==> src/rtl/lcd_text_arbiter.sv <==
// Text buffer for a 16x2 LCD: round-robin writers, buffer-wide clear and
// rate-limited refresh scheduling toward the LCD driver.
module lcd_text_arbiter #(
  parameter int          N_REQ        = 2,
  parameter int          NUM_CHARS    = 32,
  parameter int          AW           = $clog2(NUM_CHARS),
  parameter int          REFRESH_MIN  = 1600000,
  parameter int          BUSY_TIMEOUT = 2000000,
  parameter logic [7:0]  BLANK_CHAR   = 8'h20
) (
  input  logic                 clk,
  input  logic                 reset,
  input  logic                 clear_i,
  input  logic [N_REQ-1:0]     req_valid_i,
  input  logic [N_REQ-1:0]     req_last_i,
  input  logic [N_REQ*AW-1:0]  req_addr_i,
  input  logic [N_REQ*8-1:0]   req_char_i,
  output logic [N_REQ-1:0]     req_ready_o,
  output logic [N_REQ-1:0]     grant_o,
  input  logic                 drv_busy_i,
  output logic                 drv_start_o,
  input  logic [AW-1:0]        drv_addr_i,
  output logic [7:0]           drv_char_o,
  output logic                 dirty_o,
  output logic                 busy_o
);

  localparam int IW = (N_REQ > 1) ? $clog2(N_REQ) : 1;
  localparam int RW = $clog2(REFRESH_MIN + 1);
  localparam int TW = $clog2(BUSY_TIMEOUT + 1);
  localparam logic [RW-1:0] CNT_SAT  = RW'(REFRESH_MIN - 1);
  localparam logic [TW-1:0] TO_LAST  = TW'(BUSY_TIMEOUT - 1);
  localparam logic [AW-1:0] CLR_LAST = AW'(NUM_CHARS - 1);

  typedef enum logic [1:0] {A_IDLE, A_LOCK, A_CLEAR} a_state_t;
  typedef enum logic [1:0] {R_IDLE, R_WAIT, R_BUSY} r_state_t;

  a_state_t          a_state_q, a_state_d;
  r_state_t          r_state_q, r_state_d;
  logic [N_REQ-1:0]  grant_q, grant_d;
  logic [IW-1:0]     rr_q, rr_d, pick, g_idx;
  logic              clear_pending_q, clear_pending_d;
  logic [AW-1:0]     clr_addr_q, clr_addr_d;
  logic [RW-1:0]     int_cnt_q, int_cnt_d;
  logic [TW-1:0]     to_cnt_q, to_cnt_d;
  logic              dirty_q, dirty_d;
  logic              set_dirty_arb, set_dirty_to, found, beat_acc;
  logic              wr_en;
  logic [AW-1:0]     wr_addr, g_addr;
  logic [7:0]        wr_data, g_char;
  logic [7:0]        mem [NUM_CHARS];

  assign grant_o     = grant_q;
  assign dirty_o     = dirty_q;
  assign busy_o      = (a_state_q != A_IDLE);
  // Ready is masked while reset is low so an aborted beat is never acknowledged.
  assign req_ready_o = (a_state_q == A_LOCK && reset) ? grant_q : '0;

  always_comb begin
    g_idx = '0;
    for (int i = 0; i < N_REQ; i++)
      if (grant_q[i]) g_idx = IW'(i);
  end

  assign g_addr   = req_addr_i[int'(g_idx)*AW +: AW];
  assign g_char   = req_char_i[int'(g_idx)*8 +: 8];
  assign beat_acc = |(req_valid_i & req_ready_o);

  always_comb begin
    a_state_d       = a_state_q;
    grant_d         = grant_q;
    rr_d            = rr_q;
    clear_pending_d = clear_pending_q;
    clr_addr_d      = clr_addr_q;
    wr_en           = 1'b0;
    wr_addr         = clr_addr_q;
    wr_data         = BLANK_CHAR;
    set_dirty_arb   = 1'b0;
    found           = 1'b0;
    pick            = rr_q;
    case (a_state_q)
      A_IDLE: begin
        if (clear_i || clear_pending_q) begin
          a_state_d  = A_CLEAR;
          clr_addr_d = '0;
        end else if (|req_valid_i) begin
          // Search starts one past the last served requester.
          for (int i = 1; i <= N_REQ; i++) begin
            if (!found && req_valid_i[(int'(rr_q) + i) % N_REQ]) begin
              found = 1'b1;
              pick  = IW'((int'(rr_q) + i) % N_REQ);
            end
          end
          grant_d       = '0;
          grant_d[pick] = 1'b1;
          a_state_d     = A_LOCK;
        end
      end
      A_LOCK: begin
        if (clear_i) clear_pending_d = 1'b1;
        if (beat_acc) begin
          wr_en   = (int'({1'b0, g_addr}) < NUM_CHARS);
          wr_addr = g_addr;
          wr_data = g_char;
          if (req_last_i[g_idx]) begin
            set_dirty_arb = 1'b1;
            rr_d          = g_idx;
            grant_d       = '0;
            a_state_d     = A_IDLE;
          end
        end
      end
      A_CLEAR: begin
        wr_en      = 1'b1;
        clr_addr_d = clr_addr_q + AW'(1);
        if (clr_addr_q == CLR_LAST) begin
          set_dirty_arb   = 1'b1;
          clear_pending_d = 1'b0;
          a_state_d       = A_IDLE;
        end
      end
      default: a_state_d = A_IDLE;
    endcase
  end

  always_comb begin
    r_state_d    = r_state_q;
    to_cnt_d     = to_cnt_q;
    set_dirty_to = 1'b0;
    drv_start_o  = 1'b0;
    int_cnt_d    = (int_cnt_q == CNT_SAT) ? int_cnt_q : int_cnt_q + RW'(1);
    case (r_state_q)
      R_IDLE: begin
        if (dirty_q && !drv_busy_i && int_cnt_q == CNT_SAT) begin
          drv_start_o = 1'b1;
          int_cnt_d   = '0;
          to_cnt_d    = '0;
          r_state_d   = R_WAIT;
        end
      end
      R_WAIT: begin
        if (drv_busy_i) begin
          r_state_d = R_BUSY;
        end else if (to_cnt_q == TO_LAST) begin
          r_state_d    = R_IDLE;
          set_dirty_to = 1'b1;
        end else begin
          to_cnt_d = to_cnt_q + TW'(1);
        end
      end
      R_BUSY: if (!drv_busy_i) r_state_d = R_IDLE;
      default: r_state_d = R_IDLE;
    endcase
    // A set landing in the same cycle as a start must survive.
    if (set_dirty_arb || set_dirty_to) dirty_d = 1'b1;
    else if (drv_start_o)              dirty_d = 1'b0;
    else                               dirty_d = dirty_q;
  end

  always_ff @(posedge clk) begin
    if (!reset) begin
      a_state_q       <= A_IDLE;
      grant_q         <= '0;
      rr_q            <= IW'(N_REQ - 1);
      clear_pending_q <= 1'b0;
      clr_addr_q      <= '0;
      r_state_q       <= R_IDLE;
      int_cnt_q       <= CNT_SAT;
      to_cnt_q        <= '0;
      dirty_q         <= 1'b0;
    end else begin
      a_state_q       <= a_state_d;
      grant_q         <= grant_d;
      rr_q            <= rr_d;
      clear_pending_q <= clear_pending_d;
      clr_addr_q      <= clr_addr_d;
      r_state_q       <= r_state_d;
      int_cnt_q       <= int_cnt_d;
      to_cnt_q        <= to_cnt_d;
      dirty_q         <= dirty_d;
    end
  end

  // Buffer storage has no reset; contents persist across reset.
  always_ff @(posedge clk) begin
    if (wr_en && reset) mem[wr_addr] <= wr_data;
  end

  always_ff @(posedge clk) begin
    if (!reset) drv_char_o <= '0;
    else        drv_char_o <= mem[drv_addr_i];
  end

endmodule

==> config.mk <==
export PLATFORM = sky130hd
export DESIGN_NAME = lcd_text_arbiter
export DESIGN_NICKNAME = d
export VERILOG_FILES = /design/src/rtl/lcd_text_arbiter.sv
export SDC_FILE = /design/constraint.sdc
export NUM_CORES = 1
export LEC_CHECK = 0
export CAP_MARGIN = 0
export CORE_MARGIN = 5
export CORE_UTILIZATION = 45
export CTS_BUF_LIST = sky130_fd_sc_hd__clkbuf_8 sky130_fd_sc_hd__clkbuf_16
export CTS_CLUSTER_DIAMETER = 50
export DETAILED_ROUTE_END_ITERATION = 12
export PLACE_DENSITY = 0.67
export SLEW_MARGIN = 20
export SYNTH_ARGS = -nofsm -noshare
export SYNTH_HDL_FRONTEND = slang
export SYNTH_SLANG_ARGS = --single-unit
==> constraint.sdc <==
create_clock -name clk -period 3.5 [get_ports clk]
set_clock_uncertainty 0.15 [all_clocks]
set_input_delay 1.05 -clock clk [delete_from_list [all_inputs] [get_ports clk]]
set_output_delay 1.05 -clock clk [all_outputs]
set_load 0.02 [all_outputs]
After elaboration in Yosys (flattened, before gate mapping):

Memories as Yosys holds them, arrays and structs flattened. A register that Yosys moved wholly into a read port is not among the register bits.
Index checks and enable logic that the tools add are counted.

* input port bits: 39
* word-level logic and storage cells: 140
* memories kept: 1
* flip-flop bits (word level): 56
* output and inout bits: 15
* memory bits (writable): 256

* $mul: 1
* magnitude comparators: 5
* shift operators: 2
* reduce and logical (&&, ||, !) cells: 28
* equality and inequality tests: 20
* add/sub/neg operators: 5
* mux-type cells: 66
* bitwise operators: 3

Memory list
* mem: words 32, width 8, rd ports 1, clocked after Yosys merged registers in 1, write ports 1, line 51 `logic [7:0] mem [NUM_CHARS];`

Operators by type and width (number)
* two-way mux 21 bit: 6
* adder 21 x 1 -> 21 bit (second input constant): 2
* == test 21 bit (second input constant): 2
* one-hot mux 21 bit (2 select lines): 1
* two-way mux 1 bit: 34
* two-way mux 2 bit: 12
* inequality test 2 bit (second input constant): 10
* two-way mux 8 bit: 2
* variable part select 16 x 5 -> 8 bit: 1
* two-way mux 5 bit: 3
* one-hot mux 2 bit (3 select lines): 2
* nonzero test 2 bit: 6
* one-hot mux 5 bit (2 select lines): 1
* variable part select 10 x 5 -> 5 bit: 1
* AND reduction 3 bit: 3
* AND reduction 4 bit: 2
* logical AND 1 bit: 6
* < comparator 2 x 3 -> 1 bit (second input constant): 2
* inequality test 3 bit (second input constant): 2
* one-hot mux 1 bit (2 select lines): 3
* adder 5 x 1 -> 5 bit (second input constant): 1
* == test 5 bit (second input constant): 1
* AND reduction 5 bit: 1
* == test 2 x 1 -> 1 bit (second input constant): 2
* other kinds (15): 24

Logic depth before layout (Yosys ltp):

* depth in word-level cells: 22
* gate-level depth with buffers: 8
* gate-level depth less buffers: 7

Worst setup path before layout:

OpenSTA, ideal clock, no wires.

* kind: input -> register
* start point: in req_valid_i[1]
* end point: mem mem[19][0] (enable)
* library setup time: 371 ps
* path buffers: 0
* setup slack: 298 ps
* arrival time: 2682 ps
* cell stages on the path: 5
* required time: 2979 ps
* path through: a22oi_1 nor2_2 mux2_2 or3_1 nor2_1

* word-level cells in the longest chain between the ends: 7
* elaborated cells between the ends (all ways): 9
* classes of those cells: 6 x mux; 1 x bitwise; 2 x reduce/logical

RTL lines
* from (decl): line 14 `input logic [N_REQ-1:0] req_valid_i,`
* bitwise AND 2 bit *: line 67 `assign beat_acc = |(req_valid_i & req_ready_o);`
* OR reduction 2 bit *: line 67
* two-way mux 1 bit: line 101 `if (beat_acc) begin`
* one-hot mux 1 bit (2 select lines): line 81 `case (a_state_q)`
* logical AND 1 bit: line 186 `if (wr_en && reset) mem[wr_addr] <= wr_data;`
* two-way mux 1 bit: line 186
* two-way mux 1 bit (implied by the code): line 186
* to (decl): line 51

Every way passes the cells marked *; elsewhere a longest branch is shown, timed or not.

Worst setup path in the final report:

* start point: in drv_busy_i
* end point: out drv_start_o

* word-level cells in the longest chain between the ends: 5

RTL lines
* from (decl): line 20 `input logic drv_busy_i,`
* logical NOT 1 bit
* logical AND 1 bit (2 in a row): line 134 `if (dirty_q && !drv_busy_i && int_cnt_q == CNT_SAT) begin`
* two-way mux 1 bit: line 134
* two-way mux 1 bit: line 132 `case (r_state_q)`
* to (decl): line 21 `output logic drv_start_o,`

No other way between the ends.

==> run summary <==
========================================================================================
Setup violation total in the final timing report                                       0
WS Path Type                                                                   in -> out
RD Place Congestion                                                               0.8182
Final ANT Viol Nets                                                                    0
Storage cell area                                                              8969 um^2
Final Critical Period                                                           3.386 ns
Minimum setup slack in the final design                                        0.1137 ns
All-Layer GR Usage                                                                0.1696
Most instantiated flip-flop cell in the synthesis netlist                       edfxtp_1
Proportion of power drawn by the clock network                                     0.411
Global-route wire length before repair                                          44320 um
Kind of cell adding the most delay to the critical path                     buffers and inverters
Post-Place Worst Slack                                                        -0.4016 ns
Number of buffer and inverter instances along the worst setup path                     3
Number of rows created at floorplan                                                   63
Sequential share of the synthesized area                                          0.6724
Number of enable-type register cells in the synthesized netlist                      256
Height of the die                                                               182.2 um
Average via count per standard cell                                                5.531
Clock Sinks                                                                          320
Part of the power in combinational logic                                           0.126
Post-synth design cell area                                                   13340 um^2
Diode count                                                                            0
CTS Buf Count                                                                         36
Accumulated negative setup slack                                                    0 ns
Synthesized area per cell                                                     15.46 um^2
Maximum achievable frequency                                                  0.2953 GHz
CP cell instances                                                           clkdlybuf4s50_1 > nor4b_4 > nand3_2 > inv_1 > buf_2
Ports                                                                                 54
Starting density of the core                                                      0.4525
Core Box Area                                                                 29480 um^2
Root Buffer Master                                                             clkbuf_16
Hold slack                                                                     0.3477 ns
Final layout net count                                                              1044
Latest clock arrival within the worst-skew pair                                  0.51 ns
Count of final max-slew check failures                                                 0
Detailed-route wire length per cell                                             19.91 um
Wire length after detailed routing                                              28190 um
Max Cap Violations                                                                     0
CP max stage delay                                                               0.46 ns
Relative slew margins                                                             0.5553
Leakage dissipation                                                             5.890 nW
Largest buffer count on any clock path                                                 3
Origin of the critical flop-to-flop path                                    a_state_q[1]
Switching part of the total power                                                 0.2433
Unrepaired setup endpoints after global routing                                       no
Timing startpoint of the critical path                                        drv_busy_i
Count of different cell masters after synthesis                                       62
Count of cells along the worst hold path                                               2
Type of the most critical hold path                                           reg -> reg
Startpoint class of the critical path                                         input port
Synth async-reset ratio                                                                0
CP required                                                                      2.30 ns
Worst Path Arrival                                                               2.19 ns
Fillers                                                                             2382
Area occupied by multi-input gates                                             4180 um^2
Final HPWL from detailed placement                                              18400 um
Die boundary width                                                              182.2 um
Number of antenna violations at the first check in global routing                      0
Net switching power                                                             2.248 mW
Share of cells above drive strength 1                                             0.2368
Post-Synthesis Cells                                                                 863
Terminus of the critical flop-to-flop path                                    mem[23][3]
Transition time at the pin with the least slew margin                          0.6663 ns
Grt total ovfl                                                                         0
Count of routing violations after the opening detailed-route iteration               591
Worst Setup EP                                                               drv_start_o
Final Hold Violating Endpoints                                                         0
Clk slew on worst S/H paths                                                      0.05 ns
Run status                                                                     completed
Power density relative to cell area                                         572.8 nW/um^2
Number of search-and-repair iterations in the first detailed-routing pass              5
Via count of the first global-routing pass                                          7921
End-of-flow core utilization                                                      0.5472
Maximum fanout count along the critical path                                           2
CTS tree                                                                             yes
Area grow syn2layout                                                              20.94%
Input/output buffers                                                                  53
Overall via count from detail_route                                                 7832
Fin crit share                                                                    0.9675
Maximum vdd drop                                                                430.4 uV
Largest net degree at the start of global routing                                     37
Total of flip-flops plus latches after synthesis                                     320
Die footprint                                                                 33190 um^2
Number of H-tree levels                                                                2
Internal power                                                                  6.992 mW
Warnings from Yosys                                                                    0
Total power consumption of the routed design                                    9.240 mW
Number of gates on the worst path with buffers counted                                 5
Total nets after synthesis                                                           909
Slack of the worst reg-to-reg path                                               0.72 ns
Kind of end point of the critical path                                      primary output
Number of cells traversed by the worst register-to-register path                       8
Slowest stage cell, crit path                                               clkdlybuf4s50_1
Post-route DRC violation count                                                         0
Fraction of power consumed by sequential logic                                     0.463
========================================================================================
[kinds of logic after synthesis]
| group | Yosys count | synth area share |
|---|---|---|
| AO/OA/AOI/OAI | 117 | 0.06163 |
| XOR/XNOR | 26 | 0.01707 |
| adder cells (fa/ha/maj) | 7 | 0.006566 |
| buffers and inverters | 50 | 0.01707 |
| flip-flops | 320 | 0.6724 |
| multiplexers | 97 | 0.1267 |
| AND/OR/NAND/NOR | 246 | 0.09858 |
[metal layers]
metal	GRT usage	vias up	share of wire
met3	0.03050	41	0.046
met2	0.2893	190	0.51
met5	0	-	0
met1	0.2273	3932	0.42
li1	-	3669	-
met4	0.04323	0	0.020
[cells in the mapped netlist (all sizes together) (14+ instances only)]
cell,n,area share
nand2,34,0.0096
mux4,56,0.095
edfxtp,256,0.58
o21ai,16,0.0060
mux2,15,0.013
mux2i,26,0.020
nor2,81,0.024
nor2b,14,0.0066
nand3,26,0.0098
clkbuf,24,0.0075
xnor2,21,0.014
a22oi,24,0.014
buf,15,0.0065
and3,16,0.0076
a21oi,23,0.0086
dfxtp,64,0.096
[state kept, by name (all words and copies together) (netlist names)]
register	cells
drv_char_o	8
clear_pending_q	1
mem	256
to_cnt_q	21
rr_q	1
a_state_q	2
int_cnt_q	21
clr_addr_q	5
grant_o	2
dirty_o	1
r_state_q	2
[how the worst min path moves through the flow]
stage / to / from
after floorplan: a_state_q[1] / a_state_q[1]
after global routing: int_cnt_q[20] / int_cnt_q[20]
after detailed placement: a_state_q[1] / a_state_q[1]
final: a_state_q[1] / a_state_q[1]
after global placement: a_state_q[1] / a_state_q[1]
after CTS: a_state_q[1] / a_state_q[1]
[area by class of cell]
| class | instances | share of cell area |
|---|---|---|
| flip-flops and latches | 320 | 0.5560 |
| multi-input cells | 493 | 0.2591 |
| repair buffers | 136 | 0.07601 |
| clock buffers | 38 | 0.05895 |
| well taps | 390 | 0.03025 |
| clock inverters | 28 | 0.01714 |
| inverters | 11 | 0.002560 |
[worst register-to-register path, delay by kind of cell (launching register included)]
kind / cells / cell delay, ns
simple gates: 4 / 1.02
mux: 1 / 0.39
fa+ha+maj: 1 / 0.37
flops: 1 / 0.32
buf+inv: 2 / 0.27
[placed cells by master, fill, tap and decap left out, types with 16 or more instances in the layout]
master,n
dfxtp_1,64
clkdlybuf4s50_1,48
clkbuf_16,38
edfxtp_1,256
a22oi_1,24
mux2i_1,26
a21oi_1,23
o21ai_0,16
nand2_1,34
mux4_2,56
xnor2_1,21
buf_4,77
nor2_1,68
nand3_1,25
[what timing repair did]
item | 4_1_cts | 5_1_grt
endpoints found under the setup margin | 3 | 1
buffers inserted | 0 | 1
hold buffers | 0 | 0
pin swaps | 0 | 1
resized for setup | 6 | 3
[metrics by stage]
step                      cell area (um^2)  cells
final                                16130   1416
after global routing                 16130   1416
after global placement               14880   1349
after floorplan                      13340    863
after detailed placement             14880   1349
after CTS                            16120   1415
[power by group through the flow]
stage / logic [mW] / registers (mW) / clock network [mW]
global placement: 1.15 / 4.35 / 0
floorplan: 0.787 / 4.34 / 0
global route: 1.28 / 4.29 / 4.06
CTS: 1.16 / 4.27 / 3.87
finish: 1.16 / 4.28 / 3.80
detailed placement: 1.16 / 4.35 / 0
Power figures use the tool's default switching activity.
